`src/rtl/robs_pkg.sv`:
```
// Shared constants for the Robertson signed multiplier: FSM state codes,
// control-word bit positions and the R-high source mux encodings.
package robs_pkg;

  localparam int C_W = 15;

  localparam int C_LD_Y    = 0;
  localparam int C_LD_CNT  = 1;
  localparam int C_CLR_A   = 2;
  localparam int C_LD_X    = 3;
  localparam int C_SEL_RH  = 4;   // two bits: [5:4]
  localparam int C_SEL_RL  = 6;
  localparam int C_SEL_X   = 7;
  localparam int C_LD_RH   = 8;
  localparam int C_LD_RL   = 9;
  localparam int C_ADD_SUB = 10;
  localparam int C_SHIFT   = 11;
  localparam int C_SR_CAP  = 12;
  localparam int C_CNT_DEC = 13;
  localparam int C_LD_A    = 14;

  localparam logic [1:0] SEL_RH_A   = 2'd0;
  localparam logic [1:0] SEL_RH_SR  = 2'd1;
  localparam logic [1:0] SEL_RH_ALU = 2'd2;

  typedef logic [C_W-1:0] ctrl_t;
  typedef logic [3:0]     state_t;

  localparam state_t S_IDLE   = 4'd0;
  localparam state_t S_LOAD   = 4'd1;
  localparam state_t S_XFER   = 4'd2;
  localparam state_t S_TEST   = 4'd3;
  localparam state_t S_ADD    = 4'd4;
  localparam state_t S_ADDWB  = 4'd5;
  localparam state_t S_SHIFT  = 4'd6;
  localparam state_t S_SHWB   = 4'd7;
  localparam state_t S_COMMIT = 4'd8;
  localparam state_t S_DONE   = 4'd9;

endpackage

```
`src/rtl/robs_if.sv`:
```
// Controller <-> datapath link: request/status handshake plus the control word
// and the two datapath status flags.
interface robs_if;
  import robs_pkg::*;

  logic  start;
  logic  zr;
  logic  zq;
  ctrl_t c;
  logic  busy;
  logic  done;

  modport master (input start, input zr, input zq, output c, output busy, output done);
  modport slave  (input c, output zr, output zq);

endinterface

```
`src/rtl/robs_control.sv`:
```
// Moore sequencer for the Robertson signed multiplier: one add/subtract-and-shift
// iteration per multiplier bit, control word decoded purely from registered state.
module robs_control
  import robs_pkg::*;
#(
  parameter int WIDTH = 8
) (
  input  logic   clk,
  input  logic   reset,
  robs_if.master bus
);

  state_t state_q, state_d;
  logic   last_q, last_d;
  ctrl_t  c_dec;
  logic   busy_dec;
  logic   done_dec;

  // Datapath muxes and the 3-bit iteration counter are sized for 8-bit operands.
  a_width_fixed: assert property (@(posedge clk) WIDTH == 8);

  always_comb begin
    state_d = S_IDLE;
    last_d  = last_q;
    case (state_q)
      S_IDLE:   state_d = bus.start ? S_LOAD : S_IDLE;
      S_LOAD:   state_d = S_XFER;
      S_XFER:   state_d = S_TEST;
      S_TEST: begin
        last_d  = bus.zq;
        // zr high means the bit under test is 0: only odd R takes the add path.
        state_d = bus.zr ? S_SHIFT : S_ADD;
      end
      S_ADD:    state_d = S_ADDWB;
      S_ADDWB:  state_d = S_SHIFT;
      S_SHIFT:  state_d = S_SHWB;
      S_SHWB:   state_d = S_COMMIT;
      S_COMMIT: state_d = last_q ? S_DONE : S_TEST;
      S_DONE:   state_d = S_IDLE;
      default:  state_d = S_IDLE;
    endcase
  end

  always_comb begin
    c_dec    = '0;
    busy_dec = 1'b0;
    done_dec = 1'b0;
    case (state_q)
      S_LOAD: begin
        busy_dec          = 1'b1;
        c_dec[C_LD_Y]     = 1'b1;
        c_dec[C_LD_X]     = 1'b1;
        c_dec[C_CLR_A]    = 1'b1;
        c_dec[C_LD_CNT]   = 1'b1;
      end
      S_XFER: begin
        busy_dec                = 1'b1;
        c_dec[C_SEL_RH +: 2]    = SEL_RH_A;
        c_dec[C_LD_RH]          = 1'b1;
        c_dec[C_LD_RL]          = 1'b1;
      end
      S_TEST:   busy_dec = 1'b1;
      S_ADD: begin
        // last mirrors zq for the whole iteration: subtract on the sign bit.
        busy_dec          = 1'b1;
        c_dec[C_ADD_SUB]  = ~last_q;
      end
      S_ADDWB: begin
        busy_dec             = 1'b1;
        c_dec[C_ADD_SUB]     = ~last_q;
        c_dec[C_SEL_RH +: 2] = SEL_RH_ALU;
        c_dec[C_LD_RH]       = 1'b1;
      end
      S_SHIFT: begin
        busy_dec         = 1'b1;
        c_dec[C_SR_CAP]  = 1'b1;
        c_dec[C_SHIFT]   = 1'b1;
      end
      S_SHWB: begin
        busy_dec             = 1'b1;
        c_dec[C_SEL_RH +: 2] = SEL_RH_SR;
        c_dec[C_SEL_RL]      = 1'b1;
        c_dec[C_LD_RH]       = 1'b1;
        c_dec[C_LD_RL]       = 1'b1;
      end
      S_COMMIT: begin
        busy_dec          = 1'b1;
        c_dec[C_LD_A]     = 1'b1;
        c_dec[C_LD_X]     = 1'b1;
        c_dec[C_SEL_X]    = 1'b1;
        c_dec[C_CNT_DEC]  = ~last_q;
      end
      S_DONE:   done_dec = 1'b1;
      default: begin
        c_dec    = '0;
        busy_dec = 1'b0;
        done_dec = 1'b0;
      end
    endcase
  end

  always_ff @(posedge clk) begin
    if (!reset) begin
      state_q <= S_IDLE;
      last_q  <= 1'b0;
    end else begin
      state_q <= state_d;
      last_q  <= last_d;
    end
  end

  assign bus.c    = c_dec;
  assign bus.busy = busy_dec;
  assign bus.done = done_dec;

endmodule

```
`src/flat_wrapper.sv`:
```
// flat-port wrapper written by rule: the top's interface ports become plain ports
module robs_control_flat import robs_pkg::*;
#(
  parameter int WIDTH = 8
)
  (clk, reset, bus_start, bus_zr, bus_zq, bus_c, bus_busy, bus_done);
  robs_if bus_i ();
  input  logic clk;
  input  logic reset;
  input wire logic [$bits(bus_i.start)-1:0] bus_start;
  input wire logic [$bits(bus_i.zr)-1:0] bus_zr;
  input wire logic [$bits(bus_i.zq)-1:0] bus_zq;
  output wire logic [$bits(bus_i.c)-1:0] bus_c;
  output wire logic [$bits(bus_i.busy)-1:0] bus_busy;
  output wire logic [$bits(bus_i.done)-1:0] bus_done;
  assign bus_i.start = bus_start;
  assign bus_i.zr = bus_zr;
  assign bus_i.zq = bus_zq;
  assign bus_c = bus_i.c;
  assign bus_busy = bus_i.busy;
  assign bus_done = bus_i.done;
  robs_control #(.WIDTH(WIDTH)) u_core (.clk(clk), .reset(reset), .bus(bus_i));
endmodule
```
`config.mk`:
```
export PLATFORM = sky130hd
export DESIGN_NAME = robs_control_flat
export DESIGN_NICKNAME = d
export VERILOG_FILES = /design/src/rtl/robs_pkg.sv /design/src/rtl/robs_if.sv /design/src/rtl/robs_control.sv /design/src/flat_wrapper.sv
export SDC_FILE = /design/constraint.sdc
export NUM_CORES = 1
export LEC_CHECK = 0
export CAP_MARGIN = 25
export CORE_AREA = 2 2 39 41
export CTS_CLUSTER_DIAMETER = 80
export DETAILED_ROUTE_END_ITERATION = 10
export DIE_AREA = 0 0 41 43
export PLACE_DENSITY_LB_ADDON = 0.2
export RECOVER_POWER = 50
export SYNTH_ARGS = -nofsm -noshare
export SYNTH_HDL_FRONTEND = slang
export SYNTH_SLANG_ARGS = --single-unit
```
`constraint.sdc`:
```
create_clock -name clk -period 2 [get_ports clk]
set_clock_uncertainty 0.2 [all_clocks]
set_input_delay 0.2 -clock clk [delete_from_list [all_inputs] [get_ports clk]]
set_output_delay 0.2 -clock clk [all_outputs]
set_load 0.005 [all_outputs]
```
==> results_dict.tcl, run 1 <==
set metrics [dict create \
    drive_above_1_share_pct 32.9 \
    drv_slew 0 \
    cts_tree "built" \
    ff2ff_setup_slack_ns 0.44 \
    drt-initial-drc-count 5 \
    wl_mm 1.02 \
    syn-cell-area_um2 405 \
    grt_usage_pct 13.1 \
    outcome "finished clean" \
    max_cap_viol_count 0 \
    grt_pass1_wl_mm 1.61 \
    worst_setup_path_end_kind "output port" \
    htreeDepth 1 \
    yosysWarnings 0 \
    cp_max_fo 5 \
    placed_cells 85 \
    clkLatencyLatePin_ns 0.24 \
    final_common_cell "clkdlybuf4s50_1" \
    rsz0062_at_grt "no" \
    nets 82 \
    ys_seq_area_share_pct 24.7 \
    avgSynthCellArea_um2 8.11 \
    dieHeight_um 43 \
    ir_worst_vdd_uv 324 \
    fin_tns_setup_ns 0 \
    gp_congestion 0.766 \
    critPathKind "reg2out" \
    crit_path_max_incr_delay_ns 0.52 \
    tightest_slew_ns 0.233 \
    min_period_ns 1.93 \
    stdcell_count 92 \
    powerDensity_mw_per_mm2 462 \
    total_power_mw 0.328 \
    core_region_area_mm2 0.00138 \
    required_ns 1.60 \
    slew_headroom_pct 84.4 \
    critPathTopFamily "buffers and inverters" \
    cts_max_path_buffers 2 \
    min_period_over_period_pct 96.4 \
    path_cells "buf_4 > nand2b_4 > nor2_4 > clkdlybuf4s50_1" \
    io_pins 22 \
    hp-class "reg2reg" \
    grt_pass1_vias 385 \
    dr.pass1.iters 4 \
    area_delta_synth_final_pct 75.0 \
    cp_slowest_cell "clkdlybuf4s50_1" \
    max_freq_mhz 519 \
    syn_nets 55 \
    num_rows 14 \
    cts_hold_buf 0 \
    startpoint_type "flip-flop" \
    wire_per_inst_um 11.1 \
    dieWidth_um 41 \
    cts-buffers-inserted 3 \
    yosys.cell_types.count 28 \
    antennaDiodeCount 0 \
    path_clk_slew_ns 0.04 \
    layout_common_cells "11 x clkdlybuf4s50_1, 6 x buf_4, 4 x nor2_1, 4 x clkbuf_4, 4 x dlygate4sd2_1" \
    hold_violations 0 \
    cts.sinks 5 \
    ant_nets 0 \
    ys_ff_latch 5 \
    grt_max_degree 10 \
    port_buffers 21 \
    vias_per_cell 4.68 \
    vias 431 \
    p_leak_nw 0.342 \
    setup_violations 0 \
    dp_hpwl_um 740 \
    crit_buf_inv 2 \
    start_util_pct 29.3 \
    drc 0 \
    grt_overflow 0 \
    postSynthCellCount 50 \
    dieArea_mm2 0.00176 \
    antenna_found_initial 0 \
    arrival_ns 1.53 \
    root_buffer "clkbuf_4" \
]
-- stage by stage --
step / area (um2) / util [%] / hold WS (ns) / setup slack (ns)
after floorplan: 405 / - / 0.117 / 0.490
after global placement: 626 / 45.2 / 0.344 / 0.0698
after detailed placement: 626 / 45.2 / 0.340 / 0.0491
after CTS: 687 / 49.6 / 0.347 / 0.00691
after global routing: 709 / 51.3 / 0.395 / 0.00184
final: 709 / 51.3 / 0.354 / 0.0724
-- sequential cells by signal, indices dropped and copies added, names as in the netlist --
name,cells
u_core.last_q,1
u_core.state_q,4
-- power by group --
| group | total, mW | switching, mW | internal, mW | leakage (nW) |
|---|---|---|---|---|
| logic | 0.104 | 0.0413 | 0.0624 | 0.285 |
| clock network | 0.112 | 0.0372 | 0.0752 | 0.0150 |
| registers | 0.112 | 0.00567 | 0.106 | 0.0422 |
-- worst reg2reg max path, stage by stage (launching register included) --
cell,delay (ns)
dfxtp_2,0.33
or4b_4,0.54
clkbuf_4,0.16
o22ai_2,0.09
and4_1,0.18
-- final timing paths --
path,from,to,cells past startpoint
min,u_core.last_q,u_core.last_q,2
min reg2reg,u_core.last_q,u_core.last_q,2
max,u_core.state_q[3],bus_c[6],4
max reg2reg,u_core.state_q[2],u_core.state_q[1],4
-- routing by layer --
metal | share of wire (%) | global-route usage, %
met1 | 43 | 16.9
met2 | 50 | 19.7
met5 | 0 | 0
met4 | 0 | 8.00
met3 | 7.1 | 1.57
-- kinds of logic (layout without fill, tap and decap cells) --
family	Yosys count	after routing	share of synthesized area (%)
xor+xnor	3	3	6.48
flops	5	5	24.7
compound gates	8	8	14.2
simple gates	23	23	37.3
buf+inv	11	37	17.3
-- synthesized netlist by cell type, drive strengths merged --
library cell / n / area (um2)
o21a: 1 / 7.51
xor2: 1 / 8.76
a21o: 1 / 7.51
a21boi: 1 / 7.51
or2: 1 / 6.26
nor3b: 5 / 37.5
xnor2: 2 / 17.5
nor3: 3 / 15.0
o22ai: 1 / 12.5
dfxtp: 5 / 100
or4b: 2 / 23.8
nand2b: 2 / 12.5
buf: 9 / 62.6
nor4: 1 / 6.26
o21ai: 2 / 10.0
and4: 1 / 8.76
nor2: 5 / 18.8
o31ai: 1 / 7.51
a21oi: 1 / 5.00
and2: 1 / 6.26
inv: 2 / 7.50
nand2: 1 / 6.26
nor4bb: 1 / 10.0
-- timing repair --
action | in CTS | in global routing
gates cloned | 0 | 0
gates resized for setup | 11 | 13
pin swaps | 1 | 0
buffers inserted | 2 | 1
endpoints found under the setup margin | 14 | 11
-- area by class of cell --
| type | instances | area [um2] |
|---|---|---|
| fill | 149 | 674 |
| timing repair buffer | 31 | 287 |
| inverter | 2 | 7.51 |
| clock buffer | 4 | 26.3 |
| tap | 16 | 20.0 |
| sequential | 5 | 104 |
| multi-input combinational | 34 | 265 |
Note: power is estimated with default switching activity, not from simulation.
==> run 2, diff against run 1 <==
Settings changed: DONT_BUFFER_PORTS from default to 1, SLEW_MARGIN from default to 5.
==> results_dict.tcl, run 2 (synthesis gave the netlist of run 1 again) <==
set metrics [dict create \
    final.setup.worst_slack_ns 0.147 \
    area_delta_synth_final_pct 4.94 \
    rsz0062_at_grt "no" \
    port_buffers 0 \
    hold_ws_ns 0.0575 \
    vias 328 \
    grt_usage_pct 10.4 \
    dieWidth_um 41 \
    layout_common_cells "5 x nor3b_1, 5 x nor2_1, 5 x dfxtp_1" \
    dp_hpwl_um 602 \
    grt.met3_usage_pct 3.66 \
    cp_slowest_cell "or4b_4" \
    startpoint_type "flip-flop" \
    start_util_pct 29.3 \
    drv_slew 0 \
    cts.sinks 5 \
    max_cap_viol_count 0 \
    dieHeight_um 43 \
    stdcell_count 66 \
    num_rows 14 \
    top_regs "u_core.state_q (4), u_core.last_q (1)" \
    arrival_ns 1.45 \
    grt_busiest_layer "met2" \
    placed_cells 60 \
    grt_pass1_vias 293 \
    ff2ff_setup_slack_ns 0.37 \
    grtUsageMet1_pct 11.9 \
    worst_setup_path_end_kind "output port" \
    critPathKind "reg2out" \
    clkLatencyLatePin_ns 0.24 \
    slew_headroom_pct 73.5 \
    outcome "finished clean" \
    drt-initial-drc-count 4 \
    cp_max_fo 12 \
    cts_max_path_buffers 2 \
    p_leak_nw 0.160 \
    max_freq_mhz 540 \
    hp-class "in2reg" \
    min_period_over_period_pct 92.7 \
    ir_worst_vdd_uv 271 \
    use_met2_pct 14.4 \
    critPathTopFamily "simple AND/OR/NAND/NOR gates" \
    grt_max_degree 13 \
    htreeDepth 1 \
    cts_tree "built" \
    crit_path_max_incr_delay_ns 0.59 \
    dieArea_mm2 0.00176 \
    fin_tns_setup_ns 0 \
    ant_nets 0 \
    largest-register "u_core.state_q" \
    root_buffer "clkbuf_4" \
    required_ns 1.60 \
    antenna_found_initial 0 \
    dr.pass1.iters 2 \
    setup_violations 0 \
    drc 0 \
    nets 56 \
    drive_above_1_share_pct 18.0 \
    cts-buffers-inserted 3 \
    largest_reg_flops 4 \
    place_ws_ns 0.388 \
    path_cells "or4b_4 > inv_2 > or2_2" \
    vias_per_cell 4.97 \
    hold_violations 0 \
    wire_per_inst_um 12.1 \
    gp_congestion 0.645 \
    crit_buf_inv 1 \
    wl_um 800 \
    cts_resized 0 \
    tightest_slew_ns 0.396 \
    core_region_area_mm2 0.00138 \
    io_pins 22 \
    min_period_ns 1.85 \
    grt_pass1_wl_mm 1.19 \
    powerDensity_mw_per_mm2 662 \
    path_clk_slew_ns 0.04 \
    total_power_mw 0.282 \
    antennaDiodeCount 0 \
    grt_overflow 0 \
]
[run 2: what timing repair did]
action                                 in CTS  in global routing
endpoints found under the hold margin       5                  0
hold buffers                                2                  0
buffers inserted                            0                  0
[run 2: worst register-to-register path, delay by kind of cell, from the launching register on]
family	cells	cell delay, ns
AOI/OAI and AO/OA	1	0.15
DFF	1	0.52
and+or+nand+nor	2	0.69
[run 2: per-layer routing]
layer / routed length, um / vias up / share of wire [%]
met4: 0 / 0 / 0
met3: 80 / 0 / 10
met2: 355 / 17 / 44
met1: 364 / 144 / 46
li1: - / 167 / -
met5: 0 / - / 0
[run 2: area by class of cell]
type | count | area, um2
fill | 157 | 958
sequential | 5 | 100
tap | 16 | 20.0
inverter | 2 | 7.51
clock buffer | 4 | 26.3
multi-input combinational | 34 | 233
timing repair buffer | 5 | 38.8
[run 2: report_power, final]
| group | internal [mW] | switching (mW) | leakage, nW |
|---|---|---|---|
| registers | 0.106 | 0.0133 | 0.0408 |
| clock network | 0.0752 | 0.0377 | 0.0150 |
| logic | 0.0265 | 0.0232 | 0.104 |
| total | 0.207 | 0.0742 | 0.160 |
[run 2: worst paths after layout]
| check | depth (start not counted) | start | to |
|---|---|---|---|
| min reg2reg | 2 | u_core.last_q | u_core.last_q |
| min | 2 | bus_zr | u_core.state_q[1] |
| max | 3 | u_core.state_q[1] | bus_c[3] |
| max reg2reg | 3 | u_core.state_q[0] | u_core.last_q |
[run 2: per-stage QoR]
stage	cell area [um2]	util [%]
3_3_place_gp	385	27.8
6_report	425	30.7
4_1_cts	432	31.2
3_5_place_dp	385	27.8
5_1_grt	425	30.7
2_1_floorplan	405	-
